File: config.mk
export PLATFORM = sky130hd
export DESIGN_NAME = fft_peak_finder_flat
export DESIGN_NICKNAME = d
export VERILOG_FILES = /design/src/rtl/fft_peak_finder_pkg.sv /design/src/rtl/fft_peak_finder_if.sv /design/src/rtl/fft_peak_finder_mag_sq_pipe.sv /design/src/rtl/fft_peak_finder.sv /design/src/flat_wrapper.sv
export SDC_FILE = /design/constraint.sdc
export NUM_CORES = 2
export LEC_CHECK = 0
export CAP_MARGIN = 10
export CORE_AREA = 4 4 280 282
export DETAILED_ROUTE_END_ITERATION = 8
export DIE_AREA = 0 0 284 286
export GPL_TIMING_DRIVEN = 0
export PLACE_DENSITY = 0.53
export SLEW_MARGIN = 20
export SYNTH_ARGS = -nofsm -noshare
export SYNTH_HDL_FRONTEND = slang
export SYNTH_SLANG_ARGS = --single-unit
File: constraint.sdc
create_clock -name clk -period 7.8 [get_ports clk]
set_input_delay 1.56 -clock clk [delete_from_list [all_inputs] [get_ports clk]]
set_output_delay 1.56 -clock clk [all_outputs]
set_load 0.02 [all_outputs]
File: src/rtl/fft_peak_finder_pkg.sv
// Shared types and constants for the FFT peak finder: FSM encoding,
// flush length and the first bin eligible for the peak search.
package fft_peak_pkg;

    typedef enum logic [1:0] {
        IDLE,
        ACCUM,
        FLUSH
    } state_t;

    localparam int unsigned FLUSH_CYCLES = 3;
    localparam int unsigned FLUSH_CNT_W  = $clog2(FLUSH_CYCLES);

    function automatic int unsigned first_bin(input int unsigned skip_dc);
        return (skip_dc != 0) ? 1 : 0;
    endfunction

endpackage

File: src/rtl/fft_peak_finder_if.sv
// AXI4-Stream link carrying complex FFT bins (im in the upper half, re in the lower).
interface fft_peak_finder_if #(
    parameter int unsigned DATA_WIDTH = 16
);
    logic [2*DATA_WIDTH-1:0] m_axis_data_tdata;
    logic                    m_axis_data_tvalid;
    logic                    m_axis_data_tlast;
    logic                    m_axis_data_tready;

    modport master (
        output m_axis_data_tdata,
        output m_axis_data_tvalid,
        output m_axis_data_tlast,
        input  m_axis_data_tready
    );

    modport slave (
        input  m_axis_data_tdata,
        input  m_axis_data_tvalid,
        input  m_axis_data_tlast,
        output m_axis_data_tready
    );
endinterface

File: src/rtl/fft_peak_finder_mag_sq_pipe.sv
// Two-stage |X|^2 pipeline: stage 1 squares re and im, stage 2 sums them.
// Bin index and end-of-frame flag travel alongside the valid bit.
module mag_sq_pipe #(
    parameter int unsigned DATA_WIDTH = 16,
    parameter int unsigned IDX_W      = 10
) (
    input  logic                    clk,
    input  logic                    rst,
    input  logic                    in_valid,
    input  logic [2*DATA_WIDTH-1:0] in_data,
    input  logic [IDX_W-1:0]        in_index,
    input  logic                    in_end,
    output logic                    out_valid,
    output logic [2*DATA_WIDTH-1:0] out_mag,
    output logic [IDX_W-1:0]        out_index,
    output logic                    out_end
);
    localparam int unsigned W = DATA_WIDTH;

    logic signed [W-1:0]   re;
    logic signed [W-1:0]   im;
    logic signed [2*W-1:0] re_prod;
    logic signed [2*W-1:0] im_prod;

    logic                  s1_valid;
    logic [2*W-2:0]        s1_re_sq;
    logic [2*W-2:0]        s1_im_sq;
    logic [IDX_W-1:0]      s1_index;
    logic                  s1_end;

    assign re = in_data[W-1:0];
    assign im = in_data[2*W-1:W];

    // A square is never negative and peaks at 2^(2W-2), so the top bit is always zero.
    assign re_prod = (2*W)'(re) * (2*W)'(re);
    assign im_prod = (2*W)'(im) * (2*W)'(im);

    always_ff @(posedge clk or posedge rst) begin
        if (rst) begin
            s1_valid  <= 1'b0;
            s1_re_sq  <= '0;
            s1_im_sq  <= '0;
            s1_index  <= '0;
            s1_end    <= 1'b0;
            out_valid <= 1'b0;
            out_mag   <= '0;
            out_index <= '0;
            out_end   <= 1'b0;
        end else begin
            s1_valid  <= in_valid;
            s1_re_sq  <= re_prod[2*W-2:0];
            s1_im_sq  <= im_prod[2*W-2:0];
            s1_index  <= in_index;
            s1_end    <= in_valid & in_end;
            out_valid <= s1_valid;
            out_mag   <= {1'b0, s1_re_sq} + {1'b0, s1_im_sq};
            out_index <= s1_index;
            out_end   <= s1_valid & s1_end;
        end
    end

endmodule

File: src/rtl/fft_peak_finder.sv
// Per-frame peak search over the FFT output: counts bins, squares magnitudes
// through mag_sq_pipe and reports the strongest bin in the lower half spectrum.
module fft_peak_finder
    import fft_peak_pkg::*;
#(
    parameter int unsigned FFT_LEN    = 1024,
    parameter int unsigned DATA_WIDTH = 16,
    parameter int unsigned SKIP_DC    = 1
) (
    input  logic                        clk,
    input  logic                        rst,
    fft_peak_finder_if.slave            m_axis_data,
    output logic [$clog2(FFT_LEN)-1:0]  peak_index,
    output logic [2*DATA_WIDTH-1:0]     peak_mag,
    output logic                        peak_valid,
    output logic                        frame_err
);
    localparam int unsigned IDX_W = $clog2(FFT_LEN);
    localparam logic [IDX_W-1:0] FIRST_BIN = IDX_W'(first_bin(SKIP_DC));

    state_t                   state;
    state_t                   state_nxt;
    logic [FLUSH_CNT_W-1:0]   flush_cnt;
    logic [IDX_W-1:0]         bin_k;
    logic                     err_flag;
    logic                     tready;
    logic                     accept;
    logic                     last_bin;
    logic                     eof;

    logic                     s2_valid;
    logic [2*DATA_WIDTH-1:0]  s2_mag;
    logic [IDX_W-1:0]         s2_index;
    logic                     s2_end;

    logic [2*DATA_WIDTH-1:0]  max_mag;
    logic [IDX_W-1:0]         max_idx;
    logic                     in_range;
    logic                     take;
    logic [2*DATA_WIDTH-1:0]  cand_mag;
    logic [IDX_W-1:0]         cand_idx;

    // Held low through reset so nothing is accepted before IDLE is established.
    assign tready   = !rst && (state != FLUSH);
    assign m_axis_data.m_axis_data_tready = tready;

    assign accept   = m_axis_data.m_axis_data_tvalid & tready;
    assign last_bin = (bin_k == IDX_W'(FFT_LEN - 1));
    assign eof      = accept & (m_axis_data.m_axis_data_tlast | last_bin);

    always_comb begin
        state_nxt = state;
        unique case (state)
            IDLE:    if (accept) state_nxt = eof ? FLUSH : ACCUM;
            ACCUM:   if (eof) state_nxt = FLUSH;
            FLUSH:   if (flush_cnt == FLUSH_CNT_W'(FLUSH_CYCLES - 1)) state_nxt = IDLE;
            default: state_nxt = IDLE;
        endcase
    end

    always_ff @(posedge clk or posedge rst) begin
        if (rst) begin
            state     <= IDLE;
            flush_cnt <= '0;
            bin_k     <= '0;
            err_flag  <= 1'b0;
        end else begin
            state <= state_nxt;
            if (state == FLUSH) flush_cnt <= flush_cnt + 1'b1;
            else                flush_cnt <= '0;
            if (eof) begin
                bin_k    <= '0;
                err_flag <= m_axis_data.m_axis_data_tlast ? !last_bin : last_bin;
            end else if (accept) begin
                bin_k <= bin_k + 1'b1;
            end
        end
    end

    mag_sq_pipe #(
        .DATA_WIDTH (DATA_WIDTH),
        .IDX_W      (IDX_W)
    ) u_mag_sq_pipe (
        .clk       (clk),
        .rst       (rst),
        .in_valid  (accept),
        .in_data   (m_axis_data.m_axis_data_tdata),
        .in_index  (bin_k),
        .in_end    (eof),
        .out_valid (s2_valid),
        .out_mag   (s2_mag),
        .out_index (s2_index),
        .out_end   (s2_end)
    );

    assign in_range = (s2_index < IDX_W'(FFT_LEN / 2)) && !((SKIP_DC != 0) && (s2_index == '0));
    assign take     = s2_valid && in_range && (s2_mag > max_mag);
    assign cand_mag = take ? s2_mag : max_mag;
    assign cand_idx = take ? s2_index : max_idx;

    // The final bin reaches stage 2 on the same edge the result is published,
    // so the report is taken from the comparator output rather than the register.
    always_ff @(posedge clk or posedge rst) begin
        if (rst) begin
            max_mag    <= '0;
            max_idx    <= FIRST_BIN;
            peak_index <= '0;
            peak_mag   <= '0;
            peak_valid <= 1'b0;
            frame_err  <= 1'b0;
        end else begin
            peak_valid <= 1'b0;
            frame_err  <= 1'b0;
            if (s2_valid && s2_end) begin
                peak_index <= cand_idx;
                peak_mag   <= cand_mag;
                peak_valid <= 1'b1;
                frame_err  <= err_flag;
                max_mag    <= '0;
                max_idx    <= FIRST_BIN;
            end else begin
                max_mag <= cand_mag;
                max_idx <= cand_idx;
            end
        end
    end

endmodule
File: src/flat_wrapper.sv
// flat-port wrapper written by rule: the top's interface ports become plain ports
module fft_peak_finder_flat import fft_peak_pkg::*;
#(
    parameter int unsigned FFT_LEN    = 1024,
    parameter int unsigned DATA_WIDTH = 16,
    parameter int unsigned SKIP_DC    = 1
)
  (clk, rst, peak_index, peak_mag, peak_valid, frame_err, m_axis_data_m_axis_data_tdata, m_axis_data_m_axis_data_tvalid, m_axis_data_m_axis_data_tlast, m_axis_data_m_axis_data_tready);
  fft_peak_finder_if #(.DATA_WIDTH(DATA_WIDTH)) m_axis_data_i ();
  input  logic clk;
  input  logic rst;
  output logic [$clog2(FFT_LEN)-1:0] peak_index;
  output logic [2*DATA_WIDTH-1:0] peak_mag;
  output logic peak_valid;
  output logic frame_err;
  input wire logic [$bits(m_axis_data_i.m_axis_data_tdata)-1:0] m_axis_data_m_axis_data_tdata;
  input wire logic [$bits(m_axis_data_i.m_axis_data_tvalid)-1:0] m_axis_data_m_axis_data_tvalid;
  input wire logic [$bits(m_axis_data_i.m_axis_data_tlast)-1:0] m_axis_data_m_axis_data_tlast;
  output wire logic [$bits(m_axis_data_i.m_axis_data_tready)-1:0] m_axis_data_m_axis_data_tready;
  assign m_axis_data_i.m_axis_data_tdata = m_axis_data_m_axis_data_tdata;
  assign m_axis_data_i.m_axis_data_tvalid = m_axis_data_m_axis_data_tvalid;
  assign m_axis_data_i.m_axis_data_tlast = m_axis_data_m_axis_data_tlast;
  assign m_axis_data_m_axis_data_tready = m_axis_data_i.m_axis_data_tready;
  fft_peak_finder #(.FFT_LEN(FFT_LEN), .DATA_WIDTH(DATA_WIDTH), .SKIP_DC(SKIP_DC)) u_core (.clk(clk), .rst(rst), .m_axis_data(m_axis_data_i), .peak_index(peak_index), .peak_mag(peak_mag), .peak_valid(peak_valid), .frame_err(frame_err));
endmodule
==> summary.txt <==
sequential share of the synthesized area -> 0.2059
relative slew slack -> 0.5575
Core Area -> 75700 um^2
Highest Signal Layer -> met4
post-synthesis adder-cell area fraction -> 0.4615
Layout area overhead -> 11.84%
GRT overflow -> 0
Yosys cell types -> 71
TritonCTS sink count -> 217
r2r setup slk -> 4.52 ns
share of cells above drive strength 1 -> 0.05135
Crit Reg-Reg Startpoint -> u_core.u_mag_sq_pipe.out_mag[27]
maximum clock frequency -> 132.2 MHz
DR WL met3 -> 2125 um
Worst Hold Class -> reg2reg
# hold bufs at CTS -> 0
post-synthesis compound-gate area fraction -> 0.06873
warnings from Yosys -> 0
initial antenna violation count -> 0
simple-gate share of the synthesized area -> 0.09970
die height -> 286 um
run status -> completed
met2 routed WL -> 30840 um
wire per inst -> 15.82 um
WL met1 -> 26270 um
Crit. End Element -> flop
Clock transition at path regs -> 0.06 ns
FFs w/ async S/R, synth -> 1.000
XOR/XNOR Fraction of Synth Area -> 0.03785
syn_nets -> 3429
CTS Buf Count -> 24
DRC Markers -> 0
GRT Overall Usage -> 0.1529
CTS tree -> yes
DP HPWL -> 51210 um
Die Wd -> 284 um
Post-synth EDFFs -> 0
top cell type by total area after synthesis -> fa_1
vias per cell -> 4.715
Final Critical Period -> 7.567 ns
global-route wire length before repair -> 101300 um
main combinational cell family by area after synthesis -> adder cells
reg2reg end -> u_core.peak_mag[22]
hold-critical path depth -> 0
final worst slack -> 0.2332 ns
io pins -> 81
largest fanout on the critical path -> 10
post-layout net count -> 3542
predominant post-synthesis flop cell -> dfrtp_1
crit path kind -> in2reg
Rows -> 101
placer congestion estimate -> 0.8613
largest net degree at the start of global routing -> 35
Fin. Hold Viols -> 0
Worst Reg2Reg Path Length in Cells -> 10
hold path endpoint -> u_core.u_mag_sq_pipe.out_index[2]
CP required -> 8.24 ns
Yosys reg bits -> 217
Root Buffer -> clkbuf_16
final period utilization -> 0.9701
Post-Syn Area -> 26380 um^2
hold_sp -> u_core.u_mag_sq_pipe.s1_index[2]
mux share of post-synthesis cell area -> 0.01684
CTS H-Tree Depth -> 1
Worst Skew -> 0.01737 ns
Die ar. -> 81220 um^2
# setup viols final -> 0
total routed wirelength -> 60140 um
Least-Margin Pin Slew -> 0.6621 ns
worst skew pair latency -> 0.53 ns
crit path DAT -> 8.01 ns
main area contributors after synthesis -> fa_1 (35%), dfrtp_1 (20%), ha_1 (11%), inv_1 (9.9%), nand2_1 (3.4%)
Via Count -> 17928
maxcap violations -> 0
vias in the first global route -> 19885
ANT nets after route -> 0
antenna cells -> 0
number of I/O port buffers -> 76
Syn Area/Cell -> 9.785 um^2
DR pass1 iterations -> 5
clock tree buffer depth -> 3
area of the multi-input gates -> 18120 um^2
Initial Utilization -> 0.3485
register area -> 5431 um^2
Gate Count Post-Synth -> 2696
share of the synthesized area in the top cell type -> 0.3491
Final TNS setup -> 0 ns
Worst setup SP type -> primary input
DR iter-0 viols -> 903
max-slew violations -> 0
Place WS -> -1.186 ns
# fillers -> 7524
-- through the flow --
step	utilization	instances	hold slack, ns	cell area (um^2)
2_1_floorplan	-	2696	0.3312	26380
6_report	0.3898	3802	0.3451	29500
3_5_place_dp	0.3767	3757	0.3347	28520
3_3_place_gp	0.3748	3750	0.3341	28370
5_1_grt	0.3898	3802	0.3541	29500
4_1_cts	0.3878	3797	0.3486	29350
-- cell usage after synthesis, types with 4 or more instances --
master,count
nand2b_1,10
xnor2_1,76
or2_2,5
dfrtp_1,216
o31ai_1,4
o21a_1,12
nand3_1,21
o21ai_0,74
a2111oi_0,4
nand4_1,12
a21oi_1,68
a221oi_1,4
mux2i_1,41
or3_1,5
a31o_2,7
a311oi_1,4
nand2_1,242
clkbuf_1,59
and3_1,10
inv_1,694
a31oi_1,10
ha_1,237
nor3_1,15
o21ai_1,8
o211ai_1,8
fa_1,460
a21o_1,32
nor2_1,151
nor2b_1,18
a211oi_1,11
nor4_1,5
and2_1,78
xor2_1,38
o21bai_1,6
-- cells in the final DEF, fill, tap and decap left out, drive strengths merged, types with 10 or more instances in the layout --
master and instances:
xnor2 76, clkbuf 82, ha 237, nor3 15, o21a 12, and3 10
a21o 33, o21ai 82, clkdlybuf4s50 64, nor2 151, and2 79, nor2b 18
a211oi 12, xor2 38, mux2i 41, buf 29, a21oi 69, nand3 21
fa 460, dfrtp 216, inv 691, clkinv 11, nand4 12, nand2 242
a31oi 11, nand2b 10
-- state kept, by name (all words and copies together) (netlist names), 30 cells and up --
register and flops:
u_core.max_mag 32, u_core.u_mag_sq_pipe.out_mag 32, u_core.u_mag_sq_pipe.s1_im_sq 30, u_core.u_mag_sq_pipe.s1_re_sq 30, u_core.peak_mag 32
-- what timing repair did --
item / 4_1_cts / 5_1_grt
cloned: 0 / 0
endpoints found under the setup margin: 18 / 13
pin swaps: 0 / 2
setup buffers: 0 / 5
gates resized for setup: 51 / 81
-- worst max-delay path by stage --
stage	startpoint	end	slack, ns	cells after the start
after floorplan	m_axis_data_m_axis_data_tdata[31]	u_core.u_mag_sq_pipe.s1_im_sq[28]	0.17	23
after CTS	m_axis_data_m_axis_data_tdata[9]	u_core.u_mag_sq_pipe.s1_re_sq[28]	0.002	21
after detailed placement	m_axis_data_m_axis_data_tdata[4]	u_core.u_mag_sq_pipe.s1_re_sq[29]	-1.19	20
after global routing	m_axis_data_m_axis_data_tdata[14]	u_core.u_mag_sq_pipe.s1_re_sq[28]	-0.04	20
after global placement	rst	m_axis_data_m_axis_data_tready	-1.28	4
final	m_axis_data_m_axis_data_tdata[17]	u_core.u_mag_sq_pipe.s1_im_sq[28]	0.23	22
-- cell type report --
class,instances,share of cell area
flip-flops and latches,217,0.1841
clock buffers,30,0.02214
repair buffers,88,0.03210
plain buffers,66,0.01268
multi-input cells,1715,0.6142
inverters,697,0.08923
well taps,978,0.04148
clock inverters,11,0.004071
-- kinds of logic (layout without fill, tap and decap cells) --
| group | count (synthesis) | in the layout |
|---|---|---|
| AOI/OAI and AO/OA | 278 | 278 |
| xor gates and xnor gates | 114 | 114 |
| adders and majority gates | 697 | 697 |
| buffers and inverters | 764 | 892 |
| DFF | 217 | 217 |
| muxes | 44 | 44 |
| and+or+nand+nor | 582 | 582 |
-- per-layer routing --
layer / up-vias / GRT usage
met2: 297 / 0.2773
met5: - / 0
li1: 8398 / -
met3: 62 / 0.01602
met4: 0 / 0.02358
met1: 9171 / 0.2021
-- critical path, stage by stage --
cell and delay [ns]:
clkdlybuf4s50_1 0.41, clkbuf_2 0.23, and2_1 0.29, fa_2 0.68, inv_1 0.11, fa_1 0.49, inv_1 0.05, fa_1 0.48
fa_1 0.51, fa_1 0.49, inv_1 0.05, fa_1 0.47, inv_1 0.04, ha_1 0.36, a21o_1 0.21, a21o_1 0.17
a21o_1 0.18, a21o_1 0.17, a21oi_1 0.13, o21ai_1 0.17, or4b_2 0.64, nand3_1 0.11
Power is left out: the tool's default activity adds up to more than one toggle a clock period on the data nets, which glitch-free logic cannot reach.
==> edit (config.mk and constraints unchanged) <==
`FFT_LEN` is set to 1024 in 2 places; all go to 2048.
--- a/src/rtl/fft_peak_finder.sv
+++ b/src/rtl/fft_peak_finder.sv
@@ -5,3 +5,3 @@
 #(
-    parameter int unsigned FFT_LEN    = 1024,
+    parameter int unsigned FFT_LEN    = 2048,
     parameter int unsigned DATA_WIDTH = 16,
--- a/src/flat_wrapper.sv
+++ b/src/flat_wrapper.sv
@@ -3,3 +3,3 @@
 #(
-    parameter int unsigned FFT_LEN    = 1024,
+    parameter int unsigned FFT_LEN    = 2048,
     parameter int unsigned DATA_WIDTH = 16,
Interface: changed (resized peak_index); port bits go from 81 to 82. No check against the original RTL was run, so the function may have changed too.
==> edit against the original RTL <==
Area after synthesis up 5.9%; wire length rose by 8.8%; critical path type unchanged; sequential cell count rose by 5; largest cell class unchanged; worst setup slack worse by 53 ps; synthesized cell count grew 10%; die area unchanged; non-clock buffer count rose by 32; cell area increased by 5.2%; sequential share of layout area decreased by 0.51 points; critical path depth fell by 1; count of clock-buffer cells in the layout grew 6.
Power is left out: the tool's default activity adds up to more than one toggle a clock period on the data nets, which glitch-free logic cannot reach.
==> edit: results (changes against the original RTL) <==
### Worst hold path
- u_core.u_mag_sq_pipe.out_index[6] — Hold Path Sink, was u_core.u_mag_sq_pipe.out_index[2]

### Critical path
- 12 — Worst R2R Path Depth, was 10
- 8060 ps — crit path DAT, was 8010 ps
- 640 ps — delay of the slowest critical-path stage, was 680 ps
- u_core.u_mag_sq_pipe.s1_re_sq[30] — critical path endpoint, was u_core.u_mag_sq_pipe.s1_im_sq[28]
- u_core.peak_mag[19] — capture instance of the worst register-to-register path, was u_core.peak_mag[22]
- clkdlybuf4s50_1 — slowest CP cell, was fa_2
- m_axis_data_m_axis_data_tdata[10] — start point of the critical path, was m_axis_data_m_axis_data_tdata[17]

### Finish
- 19400 µm² — area used by multi-input combinational logic, was 18100 µm²
- 17.9% — sequential portion of the cell area, was 18.4%
- 4.30% — share of cells above drive strength 1, was 5.13%
- 3812 — final net count, was 3542
- 707 — non-clock inverter instance count of the final layout, was 697
- 186 — Signal buffers, was 154
- 36 — number of clock buffers in the layout, was 30
- 2.71% — clock-cell share of area, was 2.62%
- 4.51% — layout buffering overhead excluding clock cells, was 4.48%

### Global routing
- 1.24% — GR Layer Usage met3, was 1.60%
- 16.6% — overall fraction of global-route tracks in use, was 15.3%
- 20900 — number of global-route vias before repair, was 19900
- 110000 µm — global-route wire length before repair, was 101000 µm
- 34 — maximum number of pins on one net before global-route repair, was 35

### Logic synthesis
- 19.9% — sequential cell area fraction in the yosys report, was 20.6%
- 3702 — net count of the mapped netlist, was 3429
- inv_1, fa_1, nand2_1, ha_1, dfrtp_1 — Post-synth top cells, unchanged
- 69 — number of unique standard cell types used by synthesis, was 71
- fa_1, dfrtp_1, ha_1 — leading post-synthesis cells by cell area, unchanged
- 2969 — cells after synthesis, was 2696

### CTS
- 222 — number of clock sinks, was 217

### Placement
- 55300 µm — HPWL after DPL, was 51200 µm
- 4031 — count of placed standard cells including taps, was 3757
- 30100 µm² — cell area after placement, was 28500 µm²

### Routing
- 1078 — count of routing violations after the opening detailed-route iteration, was 903
- 65500 µm — sum of routed wire length over all layers, was 60100 µm
- 4.79 — Via density, was 4.72
- 29600 µm — wire length on met1, was 26300 µm

### STA
- 737 ps — slew at the pin closest to its max-slew limit, was 662 ps
- 31.3 ps — maximum clock skew at final layout, was 17.4 ps

### Run status
- finished, final reports clean — run status, unchanged

==> edit: cell families (layout without fill, tap and decap cells) <==
logic type               after synthesis  in the layout  synth area share, %
buffers and inverters                811            938                 11.0
flip-flops                           222            222                 19.9
XOR/XNOR                             107            107                 3.35
adder cells (fa/ha/maj)              697            697                 43.7
multiplexers                          46             46                 1.66
AND/OR/NAND/NOR                      749            749                 12.2
AO/OA/AOI/OAI                        337            337                 8.24
==> edit: worst max-delay path, delay by kind of cell <==
family | cells | cell delay (ps)
buf+inv | 5 | 1140
xor+xnor | 1 | 200
simple gates | 4 | 770
fa+ha+maj | 7 | 3470
compound gates | 4 | 900
==> edit: per-stage QoR <==
step                hold slack (ps)  TNS, ps
floorplan                       331        0
global placement                333   -29880
detailed placement              336   -19660
CTS                             341        0
global route                    350    -42.0
finish                          343        0
==> edit: timing repair <==
item,in CTS,in global routing
gates resized for setup,39,64
setup endpoints to repair,16,12
hold buffers,0,0
pin swaps,0,2
